==> src/rtl/pmem_arbiter.sv <==
// Round-robin arbiter sharing one line-wide physical memory port between the
// I-cache miss path (read-only) and the D-cache miss/writeback path.
module pmem_arbiter #(
  parameter int unsigned ADDR_WIDTH = 16,
  parameter int unsigned LINE_WIDTH = 128
) (
  input  logic                  clk,
  input  logic                  reset,

  input  logic                  i_read,
  input  logic [ADDR_WIDTH-1:0] i_address,
  output logic                  i_resp,
  output logic [LINE_WIDTH-1:0] i_rdata,

  input  logic                  d_read,
  input  logic                  d_write,
  input  logic [ADDR_WIDTH-1:0] d_address,
  input  logic [LINE_WIDTH-1:0] d_wdata,
  output logic                  d_resp,
  output logic [LINE_WIDTH-1:0] d_rdata,

  output logic                  pmem_read,
  output logic                  pmem_write,
  output logic [ADDR_WIDTH-1:0] pmem_address,
  output logic [LINE_WIDTH-1:0] pmem_wdata,
  input  logic                  pmem_resp,
  input  logic [LINE_WIDTH-1:0] pmem_rdata
);

  typedef enum logic [1:0] {StIdle, StServeI, StServeD, StGap} state_e;

  state_e                state_q;
  logic                  last_d_q;  // D held the most recent grant
  logic                  pmem_read_q;
  logic                  pmem_write_q;
  logic [ADDR_WIDTH-1:0] pmem_address_q;
  logic [LINE_WIDTH-1:0] pmem_wdata_q;

  logic d_req;
  logic pick_i;

  assign d_req  = d_read | d_write;
  // On a tie the side that did not win last time goes next.
  assign pick_i = i_read & (~d_req | last_d_q);

  always_ff @(posedge clk) begin
    if (reset) begin
      state_q        <= StIdle;
      last_d_q       <= 1'b1;
      pmem_read_q    <= 1'b0;
      pmem_write_q   <= 1'b0;
      pmem_address_q <= '0;
      pmem_wdata_q   <= '0;
    end else begin
      unique case (state_q)
        StIdle: begin
          if (pick_i) begin
            state_q        <= StServeI;
            pmem_read_q    <= 1'b1;
            pmem_write_q   <= 1'b0;
            pmem_address_q <= i_address;
          end else if (d_req) begin
            state_q        <= StServeD;
            pmem_read_q    <= d_read;
            pmem_write_q   <= d_write;
            pmem_address_q <= d_address;
            pmem_wdata_q   <= d_wdata;
          end
        end
        StServeI, StServeD: begin
          if (pmem_resp) begin
            state_q      <= StGap;
            last_d_q     <= (state_q == StServeD);
            pmem_read_q  <= 1'b0;
            pmem_write_q <= 1'b0;
          end
        end
        StGap: begin
          state_q <= StIdle;
        end
        default: begin
          state_q <= StIdle;
        end
      endcase
    end
  end

  assign pmem_read    = pmem_read_q;
  assign pmem_write   = pmem_write_q;
  assign pmem_address = pmem_address_q;
  assign pmem_wdata   = pmem_wdata_q;

  // Responses pass straight through, but only to the side holding the grant.
  assign i_resp  = (state_q == StServeI) & pmem_resp;
  assign d_resp  = (state_q == StServeD) & pmem_resp;
  assign i_rdata = i_resp ? pmem_rdata : '0;
  assign d_rdata = d_resp ? pmem_rdata : '0;

endmodule

==> config.mk <==
export PLATFORM = sky130hd
export DESIGN_NAME = pmem_arbiter
export DESIGN_NICKNAME = d
export VERILOG_FILES = /design/src/rtl/pmem_arbiter.sv
export SDC_FILE = /design/constraint.sdc
export NUM_CORES = 1
export LEC_CHECK = 0
export BUFFER_PORTS_ARGS = -buffer_cell sky130_fd_sc_hd__buf_4
export CORE_AREA = 2 2 268 270
export CTS_CLUSTER_SIZE = 24
export DETAILED_ROUTE_END_ITERATION = 10
export DIE_AREA = 0 0 270 272
export PLACE_DENSITY_LB_ADDON = 0.2
export SLEW_MARGIN = 20
export SYNTH_ARGS = -nofsm -noshare
export SYNTH_HDL_FRONTEND = slang
export SYNTH_SLANG_ARGS = --single-unit
==> constraint.sdc <==
create_clock -name clk -period 1.6 [get_ports clk]
set_input_delay 0.16 -clock clk [delete_from_list [all_inputs] [get_ports clk]]
set_output_delay 0.16 -clock clk [all_outputs]
set_load 0.03 [all_outputs]
## Word-level counts from Yosys, hierarchy flattened

Index checks and enable logic that the tools add are counted.
W data, S select, Z words.

- Equality and inequality tests: 5
- Mux-type cells: 15
- Bitwise logic cells: 7
- Reduce and logical (&&, ||, !) cells: 9

Operator list:

| kind | count |
|---|---|
| $mux W128 | 2 |
| $mux W16 | 2 |
| $mux W2 | 3 |
| $pmux W2 S3 | 1 |
| $reduce_and A2 Y1 | 3 |
| $reduce_and A3 Y1 | 2 |
| $mux W1 | 5 |
| $eq A2 B2 Y1 const B | 2 |
| $pmux W1 S2 | 2 |
| $reduce_bool A2 Y1 | 2 |
| $and A1 B1 Y1 | 3 |
| $ne A3 B3 Y1 const B | 1 |
| $eq A2 B1 Y1 const B | 1 |
| $logic_not A2 Y1 | 1 |
| $ne A2 B2 Y1 const B | 1 |
| $not A1 Y1 | 2 |
| $or A1 B1 Y1 | 2 |
| $reduce_or A2 Y1 | 1 |

- Bits in registers: 149

## Depth between registers and ports, before layout

- Word-level depth: 6
- Mapped depth: 8
- Gate-level depth less buffers: 5

## Least setup slack after synthesis

OpenSTA, ideal clock, no wires.

- Path type: reg2reg
- Start point: register state_q[0]
- End point: register pmem_write_q, in the netlist pmem_write
- Setup time: 0.070 ns
- Arrival time: 1.523 ns
- Setup slack: 0.006 ns
- Stages on the path, launching flop included: 7
- Path buffers: 1
- Clock period less this slack: 1.594 ns
- Cell sequence: dfxtp_1 inv_1 ha_1 buf_2 mux2i_1 or4b_1 a21oi_1

- Longest elaborated chain between the ends: 4
- Elaborated cells between the ends (all ways): 9
- Those cells by class: eq/ne (4); mux (1); reduce/logical (4)

Ends and longest elaborated chain:

| element | line | RTL |
|---|---|---|
| start, declared | 32 | `state_e state_q;` |
| start signal, assigned | 48 | `state_q <= StIdle;` |
| start signal, assigned | 58 | `state_q <= StServeI;` |
| start signal, assigned | 63 | `state_q <= StServeD;` |
| $eq A2 B2 Y1 or $eq A2 B1 Y1 (tied branches) | 55 | `unique case (state_q)` |
| $reduce_or A2 Y1 | 55 |  |
| $ne A2 B2 Y1 (no line) or $reduce_bool A2 Y1 (tied branches) | n/a |  |
| $reduce_and A3 Y1 (no line) | n/a |  |
| end signal, assigned | 65 | `pmem_write_q <= d_write;` |
| end, declared | 35 | `logic pmem_write_q;` |

Parallel ways exist; a longest one is shown, timed or not.
A chain may end at the register's enable or synchronous reset.

## Final worst setup path

- Start point: register state_q[0]
- End point: output d_rdata[114]

- Longest elaborated chain between the ends: 3

Ends and longest elaborated chain:

| element | line | RTL |
|---|---|---|
| $eq A2 B2 Y1 | 95 | `assign d_resp = (state_q == StServeD) & pmem_resp;` |
| $and A1 B1 Y1 | 95 |  |
| $mux W128 | 97 | `assign d_rdata = d_resp ? pmem_rdata : '0;` |
| end, declared | 20 | `output logic [LINE_WIDTH-1:0] d_rdata,` |

No other way between the ends.

==> impl_metrics.toml <==
[synthesis]
ys_types = 34
synth-seq-cells = 149
synth_area_um2 = 7740
yosys.area.top_type_share = 0.386
synthTopCellsByCount = "256 x and3_1, 149 x dfxtp_1, 145 x nand3_1, 145 x o21ai_0, 130 x a21oi_1"
synth_edf_count = 0
synth_flop_cell = "dfxtp_1"
async_reset_ff_frac = 0
syn_inst = 1032
synth.net_count = 1329
synth_area_leaders = "dfxtp_1 39%, and3_1 21%, nand3_1 9.4%"
seq_area_frac_synth = 0.386
ys_warn_count = 0
yosysMostFrequentCell = "and3_1"
syn_area_per_cell_um2 = 7.50
synth_top_cell_by_area = "dfxtp_1"

[power]
vdd_drop_max_mv = 0.777
powerDensity_nw_per_um2 = 1540
power_uw = 29600
leakage_uw = 0.00892

[critical_path]
cp.required_ns = 1.44
cp_num_buf_inv = 5
worstPathCellList = "inv_2 -> buf_6 -> ha_4 -> buf_6 -> buf_12 -> and3_4 -> buf_6"
worstSetupPathType = "reg -> out"
crit_family = "buffers and inverters"
startpoint_type = "flip-flop"
critPathMaxStageDelay_ns = 0.32
worstPathMaxFanout = 23
cp_common_cell = "buf_6"
critPathArrivalTime_ns = 1.83
slowest_stage = "dfxtp_2"
critPathCaptureType = "output port"

[placed_design]
hpwl_um = 48900
gp_congestion = 0.950
place.port_buffers = 697
dp.cells = 2609

[detailed_routing]
drt-initial-drc-count = 560
first_pass_iters = 5
ant_nets = 0
drc = 0
routedWlPerCell_um = 23.0
vias = 11800
wirelength_um = 66100
vias_per_cell = 4.11

[clocking]
cts-htree-levels = 4
clock_latency_ns = 0.47
cts_buffer_depth = 2
cts_tree = "yes"
cts_root_buf = "clkbuf_16"
cts_num_sinks = 149
numCtsBuffers = 17
clk_pin_slew_ns = 0.07

[die]
ioPinCount = 698
rows = 98
dieArea_um2 = 73400
die_height_um = 272
start_util = 0.109
core-area_um2 = 70800
die_x_um = 270

[cells_and_area]
nets = 2194
stdcell_count = 2872
drive_above_1_share = 0.515
final_util = 0.272
syn2layout_area_growth_pct = 148

[grt]
grt_usage = 0.163
grtUsageMet2 = 0.286
grt_remaining_overflow = 0
grt_first_pass_wirelength_um = 86400
top_usage_layer = "met2"
antenna_found_initial = 31
met1_usage = 0.185
grt_max_degree = 106
groute.layer.met3.usage = 0.0632
grt_pass1_vias = 11400

[sta]
slew_violations = 0
max_slew_margin = 0.648
layout_min_cycle_time_ns = 1.99
setup_viol = 312
period_share = 1.24
setup_ws_ns = -0.390
hold_viol_final = 0
tightestPinTransition_ns = 0.527
rsz0062_at_grt = "true"
fmax_mhz = 503
skew_ns = 0.0127

[outcome]
violations = "setup timing"
status = "finished, violations left"

[min_path]
hold_class = "in -> reg"

[flow_run]
cap_violations = 0
-- registers in the layout, summed over array words and instances (netlist names) --
| signal | cells |
|---|---|
| pmem_read | 1 |
| pmem_write | 1 |
| pmem_wdata | 128 |
| pmem_address | 16 |
| last_d_q | 1 |
| state_q | 2 |
-- cell families (layout without fill, tap and decap cells) --
family,count (synthesis),after routing,synth area share
AND/OR/NAND/NOR,426,426,0.316
multiplexers,1,1,0.00129
other,0,13,0
buffers and inverters,147,1023,0.0804
flip-flops,149,149,0.386
AO/OA/AOI/OAI,306,307,0.212
adder cells (fa/ha/maj),3,3,0.00485
-- cells in the final DEF (no fill, tap or decap), types with 3 or more instances in the layout --
cell type        n
a211oi_1         3
a21oi_1        111
a21oi_2         19
a311oi_1         9
a311oi_2         6
and3_1         192
and3_4          63
buf_12          23
buf_16           9
buf_4          511
buf_6          258
buf_8           13
clkbuf_16       30
clkinv_4         4
dfxtp_1        147
diode_2         13
dlygate4sd3_1  159
ha_4             3
inv_1            4
inv_6            3
nand2_1          3
nand3_1        124
nand3_2          8
nand3_4         13
nor2_1          14
o21ai_0        144
-- repair_timing --
item	4_1_cts	5_1_grt
pin swaps	10	38
resized for setup	243	197
buffers inserted	9	28
hold buffers	159	0
endpoints found under the setup margin	360	406
endpoints found under the hold margin	144	0
gates cloned	7	19
-- stage by stage --
stage	hold WS, ns	TNS (ns)	instance area (µm²)	setup slack, ns
2_1_floorplan	0.296	0	7740	0.00645
3_3_place_gp	0.424	-0.697	14300	-0.0351
3_5_place_dp	0.430	-1.44	14300	-0.110
4_1_cts	0.0251	-118.51	17700	-0.453
5_1_grt	0.0808	-117.72	19200	-0.468
6_report	0.0661	-89.43	19200	-0.390
-- final cells by class --
class / instances / area, µm²
inverters: 6 / 22.5
flip-flops and latches: 149 / 2990
fillers: 7698 / 51500
well taps: 950 / 1190
repair buffers: 986 / 9560
diodes: 13 / 32.5
clock buffers: 19 / 443
clock inverters: 12 / 145
multi-input cells: 737 / 4840
-- worst paths after layout --
kind / from / endpoint / slack [ns] / cells after the start
hold / removal: d_address[14] / pmem_address[14]$_SDFFE_PP0P_ / 0.07 / 3
setup reg to reg: state_q[1]$_SDFFE_PP0P_ / pmem_address[3]$_SDFFE_PP0P_ / -0.11 / 10
hold reg to reg: pmem_wdata[54]$_SDFFE_PP0P_ / pmem_wdata[54]$_SDFFE_PP0P_ / 0.47 / 2
setup / recovery: state_q[0]$_SDFFE_PP0P_ / d_rdata[114] / -0.39 / 7
-- power breakdown --
part | total [µW] | internal, µW | switching, µW
combinational | 20300 | 9200 | 11100
clock | 4210 | 2360 | 1860
sequential | 5030 | 4570 | 456
-- worst min-delay path: cells and delay by family --
family / cells / cell delay (ns)
AO/OA/AOI/OAI: 2 / 0.23
buffers and inverters: 1 / 0.08
-- metal layers --
| layer | part of all wire | routed length [µm] |
|---|---|---|
| met1 | 0.39 | 26000 |
| met2 | 0.50 | 32900 |
| met3 | 0.083 | 5490 |
| met4 | 0.026 | 1710 |
| met5 | 0.00074 | 49 |
(Power assumes the default switching activity.)
